===== config.mk =====
export PLATFORM = sky130hd
export DESIGN_NAME = shift_reg_ctrl
export DESIGN_NICKNAME = d
export VERILOG_FILES = /design/src/rtl/shift_reg_ctrl.sv
export SDC_FILE = /design/constraint.sdc
export NUM_CORES = 1
export LEC_CHECK = 0
export ABC_AREA = 0
export ABC_CLOCK_PERIOD_IN_PS = 2310
export BUFFER_PORTS_ARGS = -buffer_cell sky130_fd_sc_hd__buf_2
export CORE_ASPECT_RATIO = 2
export CORE_UTILIZATION = 30
export DETAILED_ROUTE_END_ITERATION = 10
export GPL_ROUTABILITY_DRIVEN = 0
export MAX_ROUTING_LAYER = met4
export PLACE_DENSITY_LB_ADDON = 0.08
export RECOVER_POWER = 50
export SLEW_MARGIN = 20
export SYNTH_ARGS = -nofsm -noshare
export SYNTH_HDL_FRONTEND = slang
export SYNTH_SLANG_ARGS = --single-unit

===== constraint.sdc =====
create_clock -name clk -period 2.31 [get_ports clk]
set_clock_uncertainty 0.15 [all_clocks]
set_input_delay 0.1155 -clock clk [delete_from_list [all_inputs] [get_ports clk]]
set_output_delay 0.1155 -clock clk [all_outputs]
set_load 0.005 [all_outputs]

===== src/rtl/shift_reg_ctrl.sv =====
// ============================================================================
//  Module   : shift_reg_ctrl
//  Function : Sequencer for the 2-bit-per-base database shift register in the
//             BLAST seed-match path (load / shift / stop, hit hold-off).
//  Revision : 1.0  initial release
// ============================================================================
`timescale 1ns/1ps
`default_nettype none

module shift_reg_ctrl #(
    parameter int DATA_W     = 512,
    parameter int BASE_W     = 2,
    parameter int WORD_BASES = DATA_W / BASE_W,
    parameter int POS_W      = 24
) (
    input  logic              clk,
    input  logic              rst,
    input  logic              start,
    input  logic [15:0]       total_words,
    input  logic              in_valid,
    output logic              in_ready,
    input  logic              hit,
    input  logic              hit_ack,
    output logic              load,
    output logic              shift,
    output logic              stop,
    output logic [8:0]        shift_no,
    output logic [POS_W-1:0]  base_pos,
    output logic [POS_W-1:0]  hit_pos,
    output logic              busy,
    output logic              done
);

    localparam logic [8:0] LAST_SHIFT = 9'(WORD_BASES - 1);

    typedef enum logic [2:0] {
        S_IDLE  = 3'd0,
        S_FETCH = 3'd1,
        S_RUN   = 3'd2,
        S_HOLD  = 3'd3,
        S_DONE  = 3'd4
    } state_t;

    state_t             state_q, state_d;
    logic [15:0]        words_left_q, words_left_d;
    logic [8:0]         shift_no_q, shift_no_d;
    logic [POS_W-1:0]   base_pos_q, base_pos_d;
    logic [POS_W-1:0]   hit_pos_q, hit_pos_d;
    logic               boundary;

    assign boundary = (shift_no_q == LAST_SHIFT);

    always_ff @(posedge clk or negedge rst) begin
        if (!rst) begin
            state_q      <= S_IDLE;
            words_left_q <= '0;
            shift_no_q   <= '0;
            base_pos_q   <= '0;
            hit_pos_q    <= '0;
        end else begin
            state_q      <= state_d;
            words_left_q <= words_left_d;
            shift_no_q   <= shift_no_d;
            base_pos_q   <= base_pos_d;
            hit_pos_q    <= hit_pos_d;
        end
    end

    always_comb begin
        state_d      = state_q;
        words_left_d = words_left_q;
        shift_no_d   = shift_no_q;
        base_pos_d   = base_pos_q;
        hit_pos_d    = hit_pos_q;
        in_ready     = 1'b0;
        load         = 1'b0;
        shift        = 1'b0;
        stop         = 1'b0;
        done         = 1'b0;
        busy         = (state_q != S_IDLE);

        case (state_q)
            S_IDLE: begin
                if (start) begin
                    if (total_words != 16'd0) begin
                        words_left_d = total_words;
                        base_pos_d   = '0;
                        state_d      = S_FETCH;
                    end else begin
                        state_d = S_DONE;
                    end
                end
            end
            S_FETCH: begin
                in_ready = 1'b1;
                if (in_valid) begin
                    load         = 1'b1;
                    shift_no_d   = '0;
                    words_left_d = words_left_q - 16'd1;
                    state_d      = S_RUN;
                end
            end
            S_RUN: begin
                // A hit outranks everything, including a pending boundary load.
                if (hit) begin
                    stop      = 1'b1;
                    hit_pos_d = base_pos_q;
                    state_d   = S_HOLD;
                end else if (!boundary) begin
                    shift      = 1'b1;
                    shift_no_d = shift_no_q + 9'd1;
                    base_pos_d = base_pos_q + POS_W'(1);
                end else if (words_left_q == 16'd0) begin
                    state_d = S_DONE;
                end else begin
                    in_ready = 1'b1;
                    if (in_valid) begin
                        load         = 1'b1;
                        shift        = 1'b1;
                        shift_no_d   = '0;
                        base_pos_d   = base_pos_q + POS_W'(1);
                        words_left_d = words_left_q - 16'd1;
                    end
                end
            end
            S_HOLD: begin
                if (hit_ack) begin
                    state_d = S_RUN;
                end
            end
            S_DONE: begin
                done    = 1'b1;
                state_d = S_IDLE;
            end
            default: begin
                state_d = S_IDLE;
            end
        endcase
    end

    assign shift_no = shift_no_q;
    assign base_pos = base_pos_q;
    assign hit_pos  = hit_pos_q;

endmodule

`default_nettype wire


==> flow_metrics.py <==
metrics = {
    "status": {
        "status": "complete, but fails checks",
        "violations": "DRC, setup timing",
    },
    "power": {
        "switching_power_mw": 2.66,
        "ir_drop_uv": 607,
        "p_leak_nw": 2.73,
        "power_frac_comb_pct": 50.3,
        "swShare_pct": 40.9,
        "p_int_mw": 3.85,
        "p_clk_share_pct": 22.7,
        "sequentialPowerShare_pct": 27.0,
        "powerDensity_nw_per_um2": 1090,
    },
    "drt": {
        "vias_per_cell": 5.42,
        "drc": 7,
        "drtIter0Drc": 229,
        "wl_per_cell_um": 18.5,
        "ant_nets": 0,
        "firstDrtPassIters": 11,
        "route.vias.total": 4084,
        "wl_mm": 13.9,
    },
    "final_layout": {
        "area_growth_syn_to_layout_pct": 46.4,
        "drive_gt1_share_pct": 43.4,
        "num_antenna_cells": 0,
        "finalInstanceArea_um2": 5960,
        "finalNetCount": 621,
        "fill_cells": 1313,
    },
    "cts": {
        "clk_path_buf_depth": 2,
        "cts_tree": "done",
        "cts_buffers": 9,
        "h-tree-depth": 3,
        "clkLatencyLatePin_ns": 0.34,
        "cts_root_buffer": "clkbuf_16",
        "clkSinkCount": 76,
        "clk_pin_slew_ns": 0.07,
    },
    "logic_synthesis": {
        "avgSynthCellArea_um2": 9.28,
        "synth-async-reset-ratio_pct": 100,
        "yosysWarningCount": 0,
        "synth_edf_count": 0,
        "ys_seq_area_share_pct": 46.7,
        "syn_area_um2": 4070,
        "ys_ff_latch": 76,
        "syn-num-nets": 464,
        "synth_cells": 439,
        "synth_ff_type": "dfrtp_1",
        "ys_types": 56,
    },
    "worst_setup_path": {
        "crit_path_start_kind": "register",
        "cp_max_fo": 3,
        "critPathTopFamily": "simple AND/OR/NAND/NOR gates",
        "crit_start": "words_left_q[11]",
        "worst-path-stages": 8,
        "path_cells": "or3_4 > or4_4 > buf_6 > o21ai_2 > nand2_1 > nand2_2 > inv_6 > buf_6",
        "cp.arrival_ns": 2.19,
        "reg2reg_depth": 8,
        "cp.required_ns": 2.04,
        "rrSetupSlack_ns": -0.09,
        "worst-setup-path-type": "register to primary output",
        "end_kind": "primary output",
        "cp_num_buf_inv": 3,
        "rr_startpoint": "words_left_q[11]",
        "cpMostUsedCell": "buf_6",
        "cp_slowest_cell": "or4_4",
        "max_stage_delay_ns": 0.46,
    },
    "place": {
        "dpl_cell_area_um2": 5030,
        "dp_hpwl_mm": 9.46,
        "port_buffers": 84,
    },
    "sta": {
        "setup_viol": 27,
        "drv_slew": 0,
        "fin_crit_ns": 2.45,
        "finalSetupTns_ns": -1.39,
        "fin_ws_ns": -0.141,
        "rsz0062_at_grt": "true",
        "max_freq_ghz": 0.408,
        "slew_headroom_pct": 35.8,
        "finalHoldViolCount": 0,
        "min_period_over_period_pct": 106,
        "worst_slew_pin_slew_ns": 0.963,
    },
    "floorplan": {
        "rows": 59,
        "die_area_um2": 14100,
        "start_util_pct": 31.0,
        "chipWidth_um": 84.4,
        "die_h_um": 167,
        "core_um2": 13100,
        "io_pins": 85,
    },
    "min_path": {
        "hold_path_class": "input pin to register",
        "worstHoldStart": "total_words[5]",
        "min_path_cells": 3,
    },
    "global_routing": {
        "grt_pass1_wl_mm": 21.3,
        "grt_pass1_vias": 4041,
        "gr-total-overflow": 0,
        "grt_max_degree": 42,
        "track_usage_pct": 20.3,
        "grt_antenna_before_repair": 0,
    },
    "job": {
        "drv_cap": 0,
    },
}
==> power by group through the flow <==
stage / sequential [mW] / clock (mW) / combinational, mW
finish: 1.76 / 1.48 / 3.28
global route: 1.79 / 1.57 / 3.57
CTS: 1.76 / 1.53 / 2.87
detailed placement: 1.77 / 0 / 2.57
global placement: 1.76 / 0 / 2.55
floorplan: 1.79 / 0 / 1.49
==> routing by layer <==
layer	up-vias	GRT usage [%]	wire length, um
li1	1943	-	-
met1	2005	19.4	4850
met2	106	39.3	8190
met3	30	3.37	374
met4	0	8.40	488
met5	-	-	0
==> cell usage after synthesis (5+ instances only) <==
| master | instances | area share [%] |
|---|---|---|
| a21oi_1 | 29 | 3.6 |
| a31oi_1 | 8 | 1.2 |
| and2_1 | 5 | 0.77 |
| and3_1 | 7 | 1.1 |
| buf_2 | 7 | 0.86 |
| clkbuf_1 | 14 | 1.3 |
| dfrtp_1 | 76 | 47 |
| inv_1 | 10 | 0.92 |
| mux2_2 | 24 | 6.6 |
| nand2_1 | 33 | 3.0 |
| nand2b_1 | 5 | 0.77 |
| nand3_1 | 20 | 2.5 |
| nand4_1 | 11 | 1.7 |
| nor2_1 | 40 | 3.7 |
| nor3_1 | 13 | 1.6 |
| nor4_1 | 9 | 1.4 |
| o21ai_0 | 51 | 6.3 |
| o21ai_1 | 7 | 0.86 |
| o31ai_1 | 9 | 1.7 |
==> flip-flops by register name (all words and copies together) (netlist names) <==
| signal | cells |
|---|---|
| hit_pos | 24 |
| words_left_q | 16 |
| base_pos | 24 |
| shift_no | 9 |
| state_q | 3 |
==> layout by cell type (no fill, tap or decap), types with 3 or more instances in the layout <==
master / n
buf_6: 5
a21oi_2: 7
mux2_2: 24
inv_1: 10
a22oi_1: 3
o21ai_2: 20
o21ai_4: 3
o21a_1: 4
buf_2: 75
a21oi_1: 21
o31ai_2: 3
o31ai_1: 6
nand4_1: 11
mux2i_1: 3
and2_1: 5
o22a_1: 3
nand2b_1: 5
clkbuf_16: 11
nand2_2: 5
clkbuf_1: 7
nand2_1: 28
buf_4: 63
dfrtp_1: 76
nor3_1: 11
nand3_1: 15
inv_6: 3
o21ai_0: 19
nor4_1: 8
o21ai_1: 18
and3_1: 7
buf_8: 3
nand3_2: 4
clkinvlp_4: 3
dlygate4sd3_1: 12
nor2_1: 37
a31oi_1: 8
==> path summary, 6_finish.rpt <==
| check | endpoint |
|---|---|
| min | words_left_q[5] |
| min in group asynchronous | hit_pos[14] |
| max | shift |
| min reg2reg | hit_pos[11] |
| max reg2reg | base_pos[23] |
| max in group asynchronous | words_left_q[13] |
==> final cells by class <==
cell class                 instances  area [um^2]  area share (%)
timing repair buffer             171         1210            20.2
clock buffer                      10          239            4.01
tap                              152          190            3.19
multi-input combinational        327         2310            38.7
clock inverter                     6         70.1            1.17
inverter                          11         46.3           0.776
sequential                        76         1900            31.9
==> cells by family after synthesis <==
logic type	synth area share (%)
buffers and inverters	4.45
adder cells (fa/ha/maj)	0.921
AND/OR/NAND/NOR	20.7
XOR/XNOR	0.215
AO/OA/AOI/OAI	19.6
multiplexers	7.37
flip-flops	46.7
==> worst reg2reg max path: cells and delay by family, from the launching register on <==
family	cells	cell delay, ns
simple gates	2	0.85
buf+inv	2	0.32
flops	1	0.38
compound gates	4	0.64
==> through the flow <==
stage	util (%)	hold WS, ns	worst slack (ns)	cells	power [mW]
floorplan	-	-0.330	0.0127	439	3.28
finish	45.4	0.0160	-0.141	753	6.52
global placement	38.3	-0.0270	-0.0780	709	4.30
CTS	43.2	0.00933	-0.154	747	6.16
global route	45.4	0.0269	-0.240	753	6.93
detailed placement	38.3	-0.0257	-0.112	709	4.34
==> repair_timing <==
action	4_1_cts	5_1_grt
hold endpoints to repair	46	0
buffers inserted	7	3
gates cloned	3	3
pin swaps	8	34
setup endpoints to repair	24	66
resized for setup	25	87
hold buffers	12	0
Note: power is estimated with default switching activity, not from simulation.
